### src/rtl/seq_pattern_gen.sv
// seq_pattern_gen: sends a programmed bit pattern MSB-first, one bit per clk,
// optionally repeating it with idle gaps in between. It also counts "11" pairs
// in the emitted stream, as a reference for a downstream sequence detector.
// Ports:
//   clk, rst                      clock, synchronous active-high reset
//   start_i                       job request, accepted only in IDLE
//   abort_i                       cancel the stream (acts in SHIFT/GAP only)
//   pattern_i, len_i, reps_i      job descriptor, sampled only when start is accepted
//   w_o, w_valid_o                serial bit and its qualifier
//   busy_o, done_o                busy in SHIFT/GAP; done is a one-cycle completion pulse
//   pair_cnt_o                    count of emitted 1s that follow an emitted 1
// All outputs are registered. Outputs change one cycle after start is accepted.
module seq_pattern_gen #(
  parameter int MAX_LEN = 16,
  parameter int LEN_W   = 5,
  parameter int REP_W   = 4,
  parameter int GAP_CYC = 2
) (
  input  logic               clk,
  input  logic               rst,
  input  logic               start_i,
  input  logic               abort_i,
  input  logic [MAX_LEN-1:0] pattern_i,
  input  logic [LEN_W-1:0]   len_i,
  input  logic [REP_W-1:0]   reps_i,
  output logic               w_o,
  output logic               w_valid_o,
  output logic               busy_o,
  output logic               done_o,
  output logic [7:0]         pair_cnt_o
);

  localparam int GAP_W = (GAP_CYC > 1) ? $clog2(GAP_CYC) : 1;
  localparam logic [LEN_W-1:0] MAX_LEN_L = LEN_W'(MAX_LEN);

  typedef enum logic [1:0] {IDLE, SHIFT, GAP, DONE} state_t;

  state_t             state_q, state_d;
  logic [MAX_LEN-1:0] pat_q, pat_d;      // pattern, left-aligned so bit 0 of the job is the MSB
  logic [MAX_LEN-1:0] sh_q, sh_d;        // remaining bits of the current repetition
  logic [LEN_W-1:0]   len_q, len_d;
  logic [LEN_W-1:0]   left_q, left_d;    // bits still to send after the one now on w
  logic [REP_W-1:0]   reps_q, reps_d;    // repetitions left, including the current one
  logic [GAP_W-1:0]   gap_q, gap_d;
  logic               hist_q, hist_d;    // the previously emitted bit in this stream was 1
  logic               w_q, w_d;
  logic               wv_q, wv_d;
  logic               busy_q, busy_d;
  logic               done_q, done_d;
  logic [7:0]         pair_q, pair_d;

  logic [LEN_W-1:0]   len_c;
  logic [MAX_LEN-1:0] aligned;
  logic               emit_en, emit_bit, hist_base;
  logic [7:0]         pair_base;

  always_comb begin
    state_d   = state_q;
    pat_d     = pat_q;
    sh_d      = sh_q;
    len_d     = len_q;
    left_d    = left_q;
    reps_d    = reps_q;
    gap_d     = gap_q;
    hist_d    = hist_q;
    w_d       = 1'b0;
    wv_d      = 1'b0;
    busy_d    = 1'b0;
    done_d    = 1'b0;
    pair_d    = pair_q;
    emit_en   = 1'b0;
    emit_bit  = 1'b0;
    hist_base = hist_q;
    pair_base = pair_q;

    len_c   = (len_i > MAX_LEN_L) ? MAX_LEN_L : len_i;
    aligned = pattern_i << (MAX_LEN_L - len_c);

    case (state_q)
      IDLE: begin
        if (start_i) begin
          pat_d     = aligned;
          len_d     = len_c;
          reps_d    = (reps_i == '0) ? REP_W'(1) : reps_i;
          pair_base = 8'd0;
          hist_base = 1'b0;
          pair_d    = 8'd0;
          hist_d    = 1'b0;
          if (len_c != '0) begin
            state_d  = SHIFT;
            emit_en  = 1'b1;
            emit_bit = aligned[MAX_LEN-1];
            sh_d     = aligned << 1;
            left_d   = len_c - LEN_W'(1);
          end else begin
            state_d = DONE;
            done_d  = 1'b1;
          end
        end
      end
      SHIFT: begin
        if (left_q != '0) begin
          emit_en  = 1'b1;
          emit_bit = sh_q[MAX_LEN-1];
          sh_d     = sh_q << 1;
          left_d   = left_q - LEN_W'(1);
        end else if (reps_q > REP_W'(1)) begin
          reps_d = reps_q - REP_W'(1);
          if (GAP_CYC == 0) begin
            // Back-to-back repetitions: the bit history carries across.
            emit_en  = 1'b1;
            emit_bit = pat_q[MAX_LEN-1];
            sh_d     = pat_q << 1;
            left_d   = len_q - LEN_W'(1);
          end else begin
            state_d = GAP;
            gap_d   = GAP_W'(GAP_CYC - 1);
            busy_d  = 1'b1;
            hist_d  = 1'b0;
          end
        end else begin
          state_d = DONE;
          done_d  = 1'b1;
        end
      end
      GAP: begin
        busy_d = 1'b1;
        hist_d = 1'b0;
        if (gap_q != '0) begin
          gap_d = gap_q - GAP_W'(1);
        end else begin
          state_d  = SHIFT;
          emit_en  = 1'b1;
          emit_bit = pat_q[MAX_LEN-1];
          sh_d     = pat_q << 1;
          left_d   = len_q - LEN_W'(1);
        end
      end
      DONE: begin
        state_d = IDLE;
      end
      default: begin
        state_d = IDLE;
      end
    endcase

    if (emit_en) begin
      w_d    = emit_bit;
      wv_d   = 1'b1;
      busy_d = 1'b1;
      hist_d = emit_bit;
      pair_d = (emit_bit && hist_base && (pair_base != 8'hFF)) ? pair_base + 8'd1 : pair_base;
    end

    // Abort overrides stepping; the pair count keeps the value it has reached.
    if (abort_i && ((state_q == SHIFT) || (state_q == GAP))) begin
      state_d = IDLE;
      w_d     = 1'b0;
      wv_d    = 1'b0;
      busy_d  = 1'b0;
      done_d  = 1'b0;
      pair_d  = pair_q;
      hist_d  = 1'b0;
    end
  end

  always_ff @(posedge clk) begin
    if (rst) begin
      state_q <= IDLE;
      pat_q   <= '0;
      sh_q    <= '0;
      len_q   <= '0;
      left_q  <= '0;
      reps_q  <= '0;
      gap_q   <= '0;
      hist_q  <= 1'b0;
      w_q     <= 1'b0;
      wv_q    <= 1'b0;
      busy_q  <= 1'b0;
      done_q  <= 1'b0;
      pair_q  <= 8'd0;
    end else begin
      state_q <= state_d;
      pat_q   <= pat_d;
      sh_q    <= sh_d;
      len_q   <= len_d;
      left_q  <= left_d;
      reps_q  <= reps_d;
      gap_q   <= gap_d;
      hist_q  <= hist_d;
      w_q     <= w_d;
      wv_q    <= wv_d;
      busy_q  <= busy_d;
      done_q  <= done_d;
      pair_q  <= pair_d;
    end
  end

  assign w_o        = w_q;
  assign w_valid_o  = wv_q;
  assign busy_o     = busy_q;
  assign done_o     = done_q;
  assign pair_cnt_o = pair_q;

endmodule

### config.mk
export PLATFORM = sky130hd
export DESIGN_NAME = seq_pattern_gen
export DESIGN_NICKNAME = d
export VERILOG_FILES = /design/src/rtl/seq_pattern_gen.sv
export SDC_FILE = /design/constraint.sdc
export NUM_CORES = 1
export LEC_CHECK = 0
export ABC_AREA = 1
export CAP_MARGIN = 25
export CORE_ASPECT_RATIO = 1.4
export CORE_UTILIZATION = 59
export CTS_BUF_LIST = sky130_fd_sc_hd__clkbuf_2 sky130_fd_sc_hd__clkbuf_4 sky130_fd_sc_hd__clkbuf_8
export CTS_CLUSTER_SIZE = 24
export DETAILED_ROUTE_END_ITERATION = 10
export GPL_ROUTABILITY_DRIVEN = 1
export HOLD_SLACK_MARGIN = 0.06
export PLACE_DENSITY = 0.9
export SLEW_MARGIN = 20
export SYNTH_ARGS = -nofsm -noshare
export SYNTH_HDL_FRONTEND = slang
export SYNTH_SLANG_ARGS = --single-unit
### constraint.sdc
create_clock -name clk -period 3.66 [get_ports clk]
set_input_delay 0.732 -clock clk [delete_from_list [all_inputs] [get_ports clk]]
set_output_delay 0.732 -clock clk [all_outputs]
set_load 0.005 [all_outputs]
==> results of run 1 <==
[through the flow]
step / util (%) / hold WS, ns / power [W] / area (um2)
after floorplan: - / 0.430 / 0.00194 / 4000
after global placement: 67.4 / 0.442 / 0.00225 / 4430
after detailed placement: 67.4 / 0.453 / 0.00230 / 4430
after CTS: 71.2 / 0.471 / 0.00307 / 4680
after global routing: 71.2 / 0.481 / 0.00329 / 4680
final: 71.2 / 0.473 / 0.00309 / 4680
[critical path, delay by kind of cell]
family	cells	cell delay (ns)
AND/OR/NAND/NOR	10	1.20
buffers and inverters	4	0.87
adder cells (fa/ha/maj)	2	0.55
[per-layer routing]
metal  global-route usage, %  wire (um)  part of all wire [%]  vias to the layer above
met5                       0          0                     0                        -
met4                    18.3        501                   4.8                        0
met3                    6.28        647                   6.2                       54
met2                    56.8       5350                    51                      189
met1                    32.3       4000                    38                     1900
li1                        -          -                     -                     2099
[logic make-up (layout without fill, tap and decap cells)]
group / Yosys count / in the layout / share of synthesized area, %
flip-flops: 61 / 61 / 30.6
AO/OA/AOI/OAI: 157 / 157 / 22.0
multiplexers: 1 / 1 / 0.251
AND/OR/NAND/NOR: 268 / 268 / 30.6
XOR/XNOR: 4 / 4 / 0.877
adder cells (fa/ha/maj): 11 / 11 / 3.44
buffers and inverters: 116 / 155 / 12.2
[final timing paths]
path | to | start
min reg2reg | len_q[4] | len_q[4]
min | len_q[4] | len_q[4]
max | pair_cnt_o[5] | len_i[4]
max reg2reg | left_q[4] | state_q[1]
[registers in the layout (all words and copies together) (netlist names)]
signal and cells:
busy_o 1, done_o 1, gap_q 1, hist_q 1, left_q 5, len_q 5, pair_cnt_o 8, pat_q 16
reps_q 4, sh_q 15, state_q 2, w_o 1, w_valid_o 1
[power by group]
part	switching [W]	internal, W
sequential	0.000109	0.000863
combinational	0.000885	0.000487
clock	0.000293	0.000455
[Yosys cell counts (all sizes together), types with 4 or more instances]
master / number / area [um2]
nand3: 41 / 255
a21oi: 56 / 280
o21bai: 4 / 30.0
ha: 11 / 138
clkbuf: 18 / 67.6
inv: 84 / 320
buf: 13 / 96.3
o21ai: 66 / 338
nand4: 7 / 43.8
nand2: 138 / 566
o211ai: 9 / 67.6
dfxtp: 61 / 1220
a211oi: 4 / 30.0
a221oi: 7 / 61.3
nor2: 66 / 263
nor3: 9 / 50.1
a31oi: 6 / 37.5
[cell type report]
class                           instances  area share, %
Clock buffer                            9           2.65
Tap cell                               74           1.98
Multi-Input combinational cell        441           48.9
Timing Repair Buffer                   54           10.8
Clock inverter                          7           2.62
Inverter                               85           6.93
Sequential cell                        61           26.1
==> reports/results.txt, run 1 <==
Grt ovf: 0
Tot GR Track Use: 31.1%
Layout area overhead: 17.0%
TritonCTS buffer count: 9
Synth Flop Type: dfxtp_1
Period utilization: 84.8%
Netlist cell types: 45
Area of the core: 0.00657 mm2
Fill count: 532
FF-to-FF path depth: 11
CTS clk-pin slew, worst paths: 0.07 ns
Ys async rst share: 0%
Pre-CTS setup slack: 0.243 ns
Tmin final: 3.10 ns
Max transition margin: 52.4%
Startpoint Class: input pin
Die width: 71.5 um
Die area: 0.00711 mm2
Leakage power: 2.13 nW
CP max FO: 11
Multi-input logic area: 0.00229 mm2
Maximum clock insertion buffer count: 2
Final wirelength: 10500 um
Layout Nets: 692
VDD IR max: 249 uV
Die Height: 99.4 um
PwrDens: 661 mW/mm2
Via/cell ratio: 5.80
Sink Count: 61
Ant diodes: 0
1st-iter DRT viols: 377
Layout cells sized above 1: 9.89%
Final Setup Violations: 0
Port buffer count: 40
CTS root buffer: clkbuf_8
Mapped Area: 0.00400 mm2
Placed cells: 715
Worst Hold Class: reg -> reg
FF-to-FF setup slack: 0.98 ns
Seq/Total Area, Yosys: 30.6%
Initial antenna violation count: 0
Via count: 4242
Routed Antenna Nets: 0
Skew final: 0.00768 ns
Fmax: 322 MHz
Largest net degree at the start of global routing: 33
Commonest non-fill, non-tap cell in the layout: nand2_1
Mapped Nets: 658
# rows: 35
Max-Cap Viols: 0
Crit-path max cell delay: 0.53 ns
RSZ-0062 raised after global routing: no
Hold Path Stages: 2
Hold Vio Cnt, Final: 0
Worst-Skew Late Latency: 0.36 ns
Setup total negative slack: 0 ns
Vias in the first global route: 4069
FF+latch area: 0.00122 mm2
Status: complete, no violations
Yosys warns: 0
Number of synthesized flops with an enable pin: 0
H-Tree Depth: 3
Critical path required time: 3.93 ns
Drt pass-1 iters: 5
GPL Wtd Cong: 1.01
Worst path cell trace: clkdlybuf4s50_1 > inv_4 > nand2_1 > ha_1 > inv_1 > nor3_1 > ha_1 > inv_1 > nor2_2 > nand3_2 > nand2_2 > nand2_2 > nand2_2 > nand3_1 > nand2_1 > nor3b_1
Final WS setup: 0.558 ns
# hold bufs at CTS: 0
Fin. max-slew vios: 0
Crit-path slowest cell: clkdlybuf4s50_1
Initial core utilization: 60.8%
PostCTS Resize Cnt: 0
DRC violations left: 0
IO Count: 41
Worst path arrival time: 3.37 ns
Post-synthesis register bit count: 61
Endpoint class of the critical path: register
DP Wirelength: 7290 um
Syn Area/Cell: 6.46 um2
Critical setup path kind: in -> reg
CTS tree: yes
Synth Instances: 618
Post-CTS Setup Bufs: 0
Actual slew at the worst max-slew pin: 0.713 ns
First-pass GRT wire length: 17600 um
Commonest non-fill, non-tap cells in the layout: 127 x nand2_1, 77 x inv_1, 62 x nor2_1
CP most frequent cell: nand2_2
Non-Filler Instances: 731
Wire per inst: 14.4 um
Power figures use the tool's default switching activity.
==> inputs of run 2 (changes only) <==
==> constraint.sdc (replaced) <==
create_clock -name clk -period 3.1 [get_ports clk]
set_input_delay 0.62 -clock clk [delete_from_list [all_inputs] [get_ports clk]]
set_output_delay 0.62 -clock clk [all_outputs]
set_load 0.005 [all_outputs]
==> reports/results.txt, run 2 (synthesized netlist as in run 1, its figures left out) <==
Pre-CTS setup slack: -0.231 ns (was 0.243 ns)
First-pass GRT wire length: 17700 um (was 17600 um)
CTS tree: yes (unchanged)
Final Util: 72.4% (was 71.2%)
# hold bufs at CTS: 0 (unchanged)
Final wirelength: 10500 um (about the same)
Via count: 4322 (was 4242)
PwrDens: 761 mW/mm2 (was 661 mW/mm2)
Number of flip-flops in the largest register: 16 (unchanged)
Max-Cap Viols: 0 (unchanged)
Status: complete, no violations (unchanged)
Layout cells sized above 1: 11.2% (was 9.89%)
Initial core utilization: 60.8% (unchanged)
Crit-path max cell delay: 0.46 ns (was 0.53 ns)
Initial antenna violation count: 0 (unchanged)
Drt pass-1 iters: 5 (unchanged)
Worst path cell trace: clkdlybuf4s50_1 > inv_4 > nand2_1 > ha_1 > inv_1 > nor3_1 > ha_1 > nand2_1 > nand3_1 > nor2_4 > inv_1 > buf_12 > a21oi_1 > nand2_1 > a21oi_1 (was clkdlybuf4s50_1 > inv_4 > nand2_1 > ha_1 > inv_1 > nor3_1 > ha_1 > inv_1 > nor2_2 > nand3_2 > nand2_2 > nand2_2 > nand2_2 > nand3_1 > nand2_1 > nor3b_1)
Leakage power: 2.18 nW (was 2.13 nW)
Fmax: 355 MHz
Top reg by flops: pat_q (unchanged)
Met3 Usage GRT: 6.28% (unchanged)
Tmin final: 2.82 ns
TritonCTS buffer count: 9 (unchanged)
Period utilization: 91.0%
Met2 Use GR: 55.3% (was 56.8%)
Startpoint Class: input pin (unchanged)
Skew final: 0.00834 ns (was 0.00768 ns)
Hold Path Stages: 2 (unchanged)
Endpoint class of the critical path: register (unchanged)
Global route hottest layer: met2 (unchanged)
DP Wirelength: 7620 um (was 7290 um)
Grt ovf: 0 (unchanged)
IO Count: 41 (unchanged)
Actual slew at the worst max-slew pin: 0.678 ns (was 0.713 ns)
Die Height: 99.4 um (unchanged)
Sink Count: 61 (unchanged)
Max transition margin: 54.7% (was 52.4%)
FF+latch area: 0.00122 mm2 (unchanged)
Commonest non-fill, non-tap cells in the layout: 127 x nand2_1, 77 x inv_1, 62 x nor2_1 (unchanged)
VDD IR max: 360 uV (was 249 uV)
Layout area overhead: 19.0% (was 17.0%)
GPL Wtd Cong: 0.981 (was 1.01)
CP most frequent cell: nand2_1 (was nand2_2)
Largest net degree at the start of global routing: 29 (was 33)
Area of the core: 0.00657 mm2 (unchanged)
DRC violations left: 0 (unchanged)
Maximum clock insertion buffer count: 2 (unchanged)
1st-iter DRT viols: 321 (was 377)
Ant diodes: 0 (unchanged)
CP max FO: 23 (was 11)
Layout Nets: 702 (was 692)
Worst-Skew Late Latency: 0.35 ns (was 0.36 ns)
Critical setup path kind: in -> reg (unchanged)
RSZ-0062 raised after global routing: no (unchanged)
Final WS setup: 0.280 ns (was 0.558 ns)
Die area: 0.00711 mm2 (unchanged)
Vias in the first global route: 4134 (was 4069)
# rows: 35 (unchanged)
Port buffer count: 40 (unchanged)
Fill count: 516 (was 532)
Via/cell ratio: 5.83 (was 5.80)
FF-to-FF path depth: 14 (was 11)
CTS clk-pin slew, worst paths: 0.07 ns (about the same)
Commonest non-fill, non-tap cell in the layout: nand2_1 (unchanged)
Die width: 71.5 um (unchanged)
H-Tree Depth: 3 (unchanged)
Tot GR Track Use: 31.1% (about the same)
Final Setup Violations: 0 (unchanged)
Crit-path slowest cell: clkdlybuf4s50_1 (unchanged)
Critical path required time: 3.38 ns (was 3.93 ns)
Routed Antenna Nets: 0 (unchanged)
Worst Hold Class: reg -> reg (unchanged)
Worst path arrival time: 3.10 ns (was 3.37 ns)
Multi-input logic area: 0.00229 mm2 (about the same)
Fin. max-slew vios: 0 (unchanged)
Wire per inst: 14.2 um (was 14.4 um)
CTS root buffer: clkbuf_8 (unchanged)
Met1 Use GR: 33.3% (was 32.3%)
Hold Vio Cnt, Final: 0 (unchanged)
## run 2: changes by cell type in the layout (fill, tap and decap cells not counted), sizes merged
| cell | previous run | this run |
|---|---|---|
| clkbuf | 9 | 13 |
| clkinv | 2 | 1 |
| bufinv | 3 | 2 |
| inv | 85 | 84 |
| buf | 14 | 24 |
| clkinvlp | 2 | 1 |
## run 2: power breakdown
group / switching [W] / internal [W] / total (W)
Sequential: 0.000130 / 0.00102 / 0.00115
Combinational: 0.00105 / 0.000587 / 0.00164
Clock: 0.000319 / 0.000515 / 0.000834
## run 2: path summary, 6_finish.rpt
path | from | to | slack, ns
worst min register to register | len_q[4] | len_q[4] | 0.47
worst max-delay path | len_i[4] | sh_q[10] | 0.28
worst min-delay path | len_q[4] | len_q[4] | 0.47
worst max register to register | state_q[1] | pair_cnt_o[4] | 0.38
## run 2: routing by layer
| metal | part of all wire, % | vias up |
|---|---|---|
| li1 | - | 2120 |
| met1 | 38 | 1965 |
| met2 | 52 | 194 |
| met3 | 5.9 | 43 |
| met4 | 3.8 | 0 |
| met5 | 0 | - |
## run 2: critical path, delay by kind of cell
| kind | cells | cell delay, ns |
|---|---|---|
| buf+inv | 5 | 0.97 |
| compound gates | 2 | 0.28 |
| simple gates | 6 | 0.79 |
| fa+ha+maj | 2 | 0.44 |
## run 2: area by class of cell
type	count	area share, %
repair buffers	64	12.5
clock inverters	3	1.42
clock buffers	13	3.50
multi-input cells	441	48.2
inverters	85	6.81
well taps	74	1.95
flip-flops and latches	61	25.7
## run 2: repair_timing
action                                 in CTS  in global routing
buffers inserted                            0                  0
setup endpoints to repair                   0                  7
resized for setup                           0                  1
endpoints found under the hold margin       0                  0
## run 2: per-stage QoR
stage	instances	setup TNS [ns]	hold WS, ns	total power [W]	cell area [um2]
floorplan	618	0	0.430	0.00229	4000
global placement	725	0	0.444	0.00267	4520
detailed placement	725	-2.31	0.450	0.00274	4520
CTS	741	0	0.461	0.00357	4750
global route	741	0	0.490	0.00386	4760
finish	741	0	0.465	0.00362	4760
==> inputs of run 3 (changes only) <==
--- a/config.mk
+++ b/config.mk
@@ -6,7 +6,6 @@
 export NUM_CORES = 1
 export LEC_CHECK = 0
 export ABC_AREA = 1
-export CAP_MARGIN = 25
 export CORE_ASPECT_RATIO = 1.4
 export CORE_UTILIZATION = 59
 export CTS_BUF_LIST = sky130_fd_sc_hd__clkbuf_2 sky130_fd_sc_hd__clkbuf_4 sky130_fd_sc_hd__clkbuf_8
@@ -15,7 +14,6 @@
 export GPL_ROUTABILITY_DRIVEN = 1
 export HOLD_SLACK_MARGIN = 0.06
 export PLACE_DENSITY = 0.9
-export SLEW_MARGIN = 20
 export SYNTH_ARGS = -nofsm -noshare
 export SYNTH_HDL_FRONTEND = slang
 export SYNTH_SLANG_ARGS = --single-unit
==> results of run 3 <==
No change in the layout: final DEF, timing and power equal those of run 2.
